==> src/rtl/ddr2_pkg.sv <==
// Shared definitions for the DDR2 host front end: command encodings,
// field widths, queue depth defaults and the packed command-queue entry.
package ddr2_pkg;

    localparam int CMD_W          = 3;
    localparam int SZ_W           = 2;
    localparam int OP_W           = 3;
    localparam int ADDR_W         = 25;
    localparam int DATA_W         = 16;
    localparam int BEAT_W         = 5;
    localparam int CMD_DEPTH_DEF  = 16;
    localparam int DATA_DEPTH_DEF = 64;

    typedef enum logic [CMD_W-1:0] {
        CMD_NOP  = 3'd0,
        CMD_SCR  = 3'd1,
        CMD_SCW  = 3'd2,
        CMD_BLR  = 3'd3,
        CMD_BLW  = 3'd4,
        CMD_ATR  = 3'd5,
        CMD_ATW  = 3'd6,
        CMD_NOP7 = 3'd7
    } cmd_e;

    typedef struct packed {
        logic [CMD_W-1:0]  cmd;
        logic [SZ_W-1:0]   sz;
        logic [OP_W-1:0]   op;
        logic [ADDR_W-1:0] addr;
    } cmd_entry_t;

    localparam int ENTRY_W = $bits(cmd_entry_t);

    // A block is 8*(sz+1) words; after the first beat 8*(sz+1)-1 remain,
    // which is simply sz followed by three ones.
    function automatic logic [BEAT_W-1:0] blk_remaining(input logic [SZ_W-1:0] sz);
        return {sz, 3'b111};
    endfunction

endpackage

==> src/rtl/ddr2_sync_fifo.sv <==
// Single-clock FIFO with registered storage, combinational head select and
// registered count/empty/full flags; pointers wrap modulo DEPTH.
module ddr2_sync_fifo #(
    parameter int WIDTH = 16,
    parameter int DEPTH = 16,
    localparam int CNT_W = $clog2(DEPTH + 1),
    localparam int PTR_W = (DEPTH > 1) ? $clog2(DEPTH) : 1
) (
    input  logic             clk,
    input  logic             srst,
    input  logic             push_i,
    input  logic [WIDTH-1:0] din_i,
    input  logic             pop_i,
    output logic [WIDTH-1:0] dout_o,
    output logic [CNT_W-1:0] count_o,
    output logic             empty_o,
    output logic             full_o
);

    logic [WIDTH-1:0] mem_q [DEPTH];
    logic [PTR_W-1:0] wr_ptr_q, rd_ptr_q;
    logic [CNT_W-1:0] count_q, count_d;
    logic             empty_q, full_q;
    logic             do_push, do_pop;

    assign do_push = push_i && !full_q;
    assign do_pop  = pop_i && !empty_q;

    function automatic logic [PTR_W-1:0] ptr_inc(input logic [PTR_W-1:0] p);
        return (p == PTR_W'(DEPTH - 1)) ? '0 : p + PTR_W'(1);
    endfunction

    always_comb begin
        count_d = count_q;
        if (do_push && !do_pop) begin
            count_d = count_q + CNT_W'(1);
        end else if (do_pop && !do_push) begin
            count_d = count_q - CNT_W'(1);
        end
    end

    always_ff @(posedge clk) begin
        if (srst) begin
            wr_ptr_q <= '0;
            rd_ptr_q <= '0;
            count_q  <= '0;
            empty_q  <= 1'b1;
            full_q   <= 1'b0;
        end else begin
            if (do_push) wr_ptr_q <= ptr_inc(wr_ptr_q);
            if (do_pop)  rd_ptr_q <= ptr_inc(rd_ptr_q);
            count_q <= count_d;
            empty_q <= (count_d == '0);
            full_q  <= (count_d == CNT_W'(DEPTH));
        end
    end

    always_ff @(posedge clk) begin
        if (do_push) mem_q[wr_ptr_q] <= din_i;
    end

    // Stale storage is masked so an empty queue always presents zero.
    assign dout_o  = empty_q ? '0 : mem_q[rd_ptr_q];
    assign count_o = count_q;
    assign empty_o = empty_q;
    assign full_o  = full_q;

endmodule

==> src/rtl/ddr2_host_frontend.sv <==
// Host-side front end of the DDR2 controller: accepts host commands and write
// data into a command queue and a write-data queue, collecting block-write beats.
module ddr2_host_frontend
    import ddr2_pkg::*;
#(
    parameter int CMD_DEPTH  = CMD_DEPTH_DEF,
    parameter int DATA_DEPTH = DATA_DEPTH_DEF
) (
    input  logic                CLK,
    input  logic                RESET,
    input  logic                INIT_DONE,
    input  logic [CMD_W-1:0]    CMD,
    input  logic [SZ_W-1:0]     SZ,
    input  logic [OP_W-1:0]     OP,
    input  logic [ADDR_W-1:0]   ADDR,
    input  logic [DATA_W-1:0]   DIN,
    output logic                NOTFULL,
    output logic [6:0]          FILLCOUNT,
    output logic                CQ_VALID,
    output logic [ENTRY_W-1:0]  CQ_DATA,
    input  logic                CQ_POP,
    output logic                DQ_VALID,
    output logic [DATA_W-1:0]   DQ_DATA,
    input  logic                DQ_POP,
    output logic                BLK_BUSY
);

    localparam int CQ_CNT_W = $clog2(CMD_DEPTH + 1);
    localparam int DQ_CNT_W = $clog2(DATA_DEPTH + 1);

    typedef enum logic {ST_IDLE, ST_BLK} state_e;

    state_e              state_q, state_d;
    logic [BEAT_W-1:0]   beats_q, beats_d;
    logic                notfull_q, notfull_d;
    logic                cq_push, dq_push, cq_pop_eff;
    logic                cq_space, dq_space;
    logic [CQ_CNT_W-1:0] cq_count;
    logic [DQ_CNT_W-1:0] dq_count;
    logic                cq_empty, cq_full, dq_empty, dq_full;
    cmd_entry_t          cq_din;
    logic [ENTRY_W-1:0]  cq_dout;

    assign cq_space   = (cq_count < CQ_CNT_W'(CMD_DEPTH));
    assign dq_space   = !dq_full;
    assign cq_pop_eff = CQ_POP && !cq_empty;
    assign cq_din     = '{cmd: CMD, sz: SZ, op: OP, addr: ADDR};

    always_comb begin
        state_d = state_q;
        beats_d = beats_q;
        cq_push = 1'b0;
        dq_push = 1'b0;
        if (INIT_DONE) begin
            case (state_q)
                ST_IDLE: begin
                    case (cmd_e'(CMD))
                        CMD_SCR, CMD_BLR: cq_push = cq_space;
                        CMD_SCW, CMD_ATR, CMD_ATW: begin
                            cq_push = cq_space && dq_space;
                            dq_push = cq_space && dq_space;
                        end
                        CMD_BLW: begin
                            if (cq_space && dq_space) begin
                                cq_push = 1'b1;
                                dq_push = 1'b1;
                                beats_d = blk_remaining(SZ);
                                state_d = ST_BLK;
                            end
                        end
                        default: ;
                    endcase
                end
                ST_BLK: begin
                    if (dq_space) begin
                        dq_push = 1'b1;
                        beats_d = beats_q - BEAT_W'(1);
                        if (beats_q == BEAT_W'(1)) state_d = ST_IDLE;
                    end
                end
                default: state_d = ST_IDLE;
            endcase
        end
    end

    // NOTFULL tracks the occupancy the command queue will have after this edge.
    always_comb begin
        if (cq_full) begin
            notfull_d = INIT_DONE && cq_pop_eff;
        end else begin
            notfull_d = INIT_DONE &&
                        !((cq_count == CQ_CNT_W'(CMD_DEPTH - 1)) && cq_push && !cq_pop_eff);
        end
    end

    always_ff @(posedge CLK) begin
        if (RESET) begin
            state_q   <= ST_IDLE;
            beats_q   <= '0;
            notfull_q <= 1'b0;
        end else begin
            state_q   <= state_d;
            beats_q   <= beats_d;
            notfull_q <= notfull_d;
        end
    end

    ddr2_sync_fifo #(
        .WIDTH (ENTRY_W),
        .DEPTH (CMD_DEPTH)
    ) u_cmd_fifo (
        .clk     (CLK),
        .srst    (RESET),
        .push_i  (cq_push),
        .din_i   (cq_din),
        .pop_i   (CQ_POP),
        .dout_o  (cq_dout),
        .count_o (cq_count),
        .empty_o (cq_empty),
        .full_o  (cq_full)
    );

    ddr2_sync_fifo #(
        .WIDTH (DATA_W),
        .DEPTH (DATA_DEPTH)
    ) u_data_fifo (
        .clk     (CLK),
        .srst    (RESET),
        .push_i  (dq_push),
        .din_i   (DIN),
        .pop_i   (DQ_POP),
        .dout_o  (DQ_DATA),
        .count_o (dq_count),
        .empty_o (dq_empty),
        .full_o  (dq_full)
    );

    assign NOTFULL   = notfull_q;
    assign FILLCOUNT = 7'(dq_count);
    assign CQ_VALID  = !cq_empty;
    assign CQ_DATA   = cq_dout;
    assign DQ_VALID  = !dq_empty;
    assign BLK_BUSY  = (state_q == ST_BLK);

endmodule
==> config.mk <==
export PLATFORM = sky130hd
export DESIGN_NAME = ddr2_host_frontend
export DESIGN_NICKNAME = d
export VERILOG_FILES = /design/src/rtl/ddr2_pkg.sv /design/src/rtl/ddr2_sync_fifo.sv /design/src/rtl/ddr2_host_frontend.sv
export SDC_FILE = /design/constraint.sdc
export NUM_CORES = 1
export LEC_CHECK = 0
export ABC_AREA = 1
export BUFFER_PORTS_ARGS = -buffer_cell sky130_fd_sc_hd__buf_2
export CAP_MARGIN = 20
export CORE_ASPECT_RATIO = 0.8
export CORE_UTILIZATION = 45
export DETAILED_ROUTE_END_ITERATION = 8
export PLACE_DENSITY_LB_ADDON = 0.2
export SETUP_SLACK_MARGIN = 0.5
export SYNTH_ARGS = -nofsm -noshare
export SYNTH_HDL_FRONTEND = slang
export SYNTH_HIERARCHICAL = 1
export SYNTH_SLANG_ARGS = --single-unit
==> constraint.sdc <==
create_clock -name CLK -period 4.3 [get_ports CLK]
set_input_delay 0.215 -clock CLK [delete_from_list [all_inputs] [get_ports CLK]]
set_output_delay 0.215 -clock CLK [all_outputs]
set_load 0.1 [all_outputs]
==> impl_metrics.yaml <==
critical_path:
  path_delay_family: "simple AND/OR/NAND/NOR gates"
  criticalPathCategory: "flop to output port"
  cp_num_buf_inv: 3
  critPathLaunchType: "flop"
  critPathMaxStageDelay_ns: 0.46
  cp.arrival_ns: 3.49
  crit_top_cell: "nand3_1"
  cp_slowest_cell: "dfxtp_4"
  path_cells: "inv_16, buf_4, nand2_1, nand3_1, nand3_1, nand2_1, nand2_1, nand3_1, nand3_1, a21oi_1, buf_12"
  critPathMaxFanout: 53
  cp-end-kind: "output port"
  cp.required_ns: 4.09
sta:
  min_period_over_period: 0.862
  max_freq_mhz: 270
  hold_viol: 0
  rsz0062_at_grt: "yes"
  skew_ns: 0.0168
  setup_violations: 0
  maxSlewHeadroom: 0.292
  slew_viol_final: 0
  worst_pin_slew_ns: 1.06
  worst_slack_ns: 0.594
  hold-worst-slack_ns: 0.0628
  min_period_ns: 3.71
  timing.setup.tns_ns: 0
floorplanning:
  die_h_um: 343
  rows: 124
  num_io_pins: 114
  die_w_um: 428
  start_util: 0.455
  die-area_um2: 147000
  core-area_um2: 143000
synthesis:
  seq_area_frac_synth: 0.730
  ys_ff_latch: 1605
  synthFlopType: "edfxtp_1"
  ys_warn_count: 6
  synth.distinct_cells: 40
  postSynthNetCount: 5553
  synth_area_um2: 65300
  synth_edf_count: 1552
  synthesis.instances: 5486
  syn_avg_cell_area_um2: 11.9
  async_flop_share: 0
final_layout:
  final_nets: 5699
  n_fill_cell: 12362
  multi_input_area_um2: 15500
  drive_gt1_frac: 0.0957
  final_common_cell: "edfxtp_1"
  final_area_um2: 73800
  layout-area-overhead-vs-synth_pct: 13.1
  mostFrequentLayoutCells: "1552 x edfxtp_1, 1383 x nand2_1, 1000 x nand3_1"
  seqCellArea_um2: 47700
placed_design:
  post-dp-hpwl_um: 98200
  dp_slack_ns: 1.07
  io_buffers: 113
  gp_congestion: 0.862
  place_area_um2: 68100
detailed_routing:
  drt-total-wl_um: 180000
  post-route-drc-count: 0
  ant_nets: 0
  vias: 43143
  wire_per_inst_um: 23.6
  first_iter_violations: 5399
  viasPerCell: 5.64
  drt_pass1_iterations: 5
global_routing:
  antenna_found_initial: 2
  grt.busiest_layer: "met1"
  gr-usage-met3: 0.0413
  use_met1: 0.392
  grt_pass1_vias: 40220
  grt_pass1_wl_um: 265000
  met2_usage: 0.340
  grtUsageTotal: 0.244
  overflow: 0
  grt_max_degree: 159
cts:
  numCtsBuffers: 158
  root_buffer: "clkbuf_16"
  clock-sinks: 1605
  clock_latency_ns: 0.79
  tritoncts: "built"
  cts_htree_levels: 4
  cts.path.max_buffers: 3
  clkTransAtPathRegs_ns: 0.06
hold_path:
  hold_path_class: "input pin to flop"
run:
  maxCapViolCount: 0
power_and_ir_drop:
  p_leak_uw: 0.0258
  ir_drop_mv: 0.454
  power_density_nw_per_um2: 542
status:
  status: "finished clean"
==> synthesized netlist by cell type (2+ instances only) <==
library cell | instances | share of area
edfxtp_1 | 1552 | 0.71
nand2_1 | 1383 | 0.080
nand3_1 | 1000 | 0.077
nor2_1 | 566 | 0.033
o21ai_0 | 175 | 0.013
clkbuf_1 | 105 | 0.0060
o21ai_1 | 105 | 0.0081
o211ai_1 | 101 | 0.012
buf_2 | 84 | 0.0064
inv_1 | 75 | 0.0043
a21oi_1 | 69 | 0.0053
buf_4 | 63 | 0.0072
dfxtp_1 | 53 | 0.016
buf_1 | 45 | 0.0026
buf_6 | 40 | 0.0069
ha_1 | 13 | 0.0025
xor2_1 | 11 | 0.0015
nor3_1 | 9 | 0.00069
inv_2 | 5 | 0.00029
nand2_2 | 5 | 0.00048
nand4_1 | 3 | 0.00029
nor3b_1 | 3 | 0.00035
or2_2 | 3 | 0.00029
nor2_2 | 2 | 0.00019
==> what timing repair did <==
action,4_1_cts,5_1_grt
setup endpoints to repair,32,31
setup buffers,4,4
gates resized for setup,7,13
cloned,1,3
hold endpoints to repair,665,0
hold buffers,46,0
==> state kept, by name, indices dropped and copies added, names as in the netlist, named ones only <==
register              flops
BLK_BUSY                  1
NOTFULL                   1
beats_q                   5
u_cmd_fifo/count_o        5
u_cmd_fifo/empty_o        1
u_cmd_fifo/full_o         1
u_cmd_fifo/mem_q        528
u_cmd_fifo/rd_ptr_q       4
u_cmd_fifo/wr_ptr_q       4
u_data_fifo/count_o       7
u_data_fifo/empty_o       1
u_data_fifo/full_o        1
u_data_fifo/mem_q      1024
u_data_fifo/rd_ptr_q      6
u_data_fifo/wr_ptr_q      6
==> power breakdown <==
part / leakage, µW / total [µW] / switching [µW] / internal [µW]
sequential: 0.0144 / 17600 / 223 / 17400
clock: 0.00239 / 13300 / 5910 / 7390
combinational: 0.00897 / 9090 / 6830 / 2260
total: 0.0258 / 40000 / 13000 / 27000
==> logic make-up after synthesis <==
logic type,Yosys count,synth area share
AOI/OAI and AO/OA,457,0.0394
adders and majority gates,13,0.00249
DFF,1605,0.730
xor gates and xnor gates,12,0.00161
buffers and inverters,421,0.0344
and+or+nand+nor,2978,0.192
==> final timing paths <==
| path | start | to | slack (ns) | depth (start not counted) |
|---|---|---|---|---|
| setup / recovery | flop | DQ_DATA[4] | 0.59 | 11 |
| hold / removal | DIN[7] | u_data_fifo/mem_q[59][7]$_DFFE_PP_ | 0.06 | 1 |
| setup reg to reg | u_data_fifo/full_o$_SDFF_PP0_ | u_cmd_fifo/mem_q[4][12]$_DFFE_PP_ | 1.16 | 10 |
| hold reg to reg | beats_q[4]$_SDFFE_PP0P_ | beats_q[4]$_SDFFE_PP0P_ | 0.51 | 2 |
==> metrics by stage <==
stage / total power (µW) / std cells / utilization
floorplan: 24200 / 5486 / -
global placement: 26700 / 7304 / 0.475
detailed placement: 26700 / 7304 / 0.475
CTS: 40100 / 7638 / 0.513
global route: 41600 / 7645 / 0.515
finish: 40000 / 7646 / 0.515
==> layout make-up <==
type | instances | area share
inverters | 83 | 0.00499
well taps | 1890 | 0.0320
flip-flops and latches | 1605 | 0.646
multi-input cells | 3460 | 0.210
clock inverters | 91 | 0.00994
repair buffers | 323 | 0.0402
diodes | 1 | 0.0000339
clock buffers | 192 | 0.0564
repair inverters | 1 | 0.000153
==> layer usage <==
layer,vias to the layer above,part of all wire
li1,19713,-
met1,21375,0.46
met2,1848,0.43
met3,207,0.091
met4,0,0.018
met5,-,0
(Power assumes the default switching activity.)
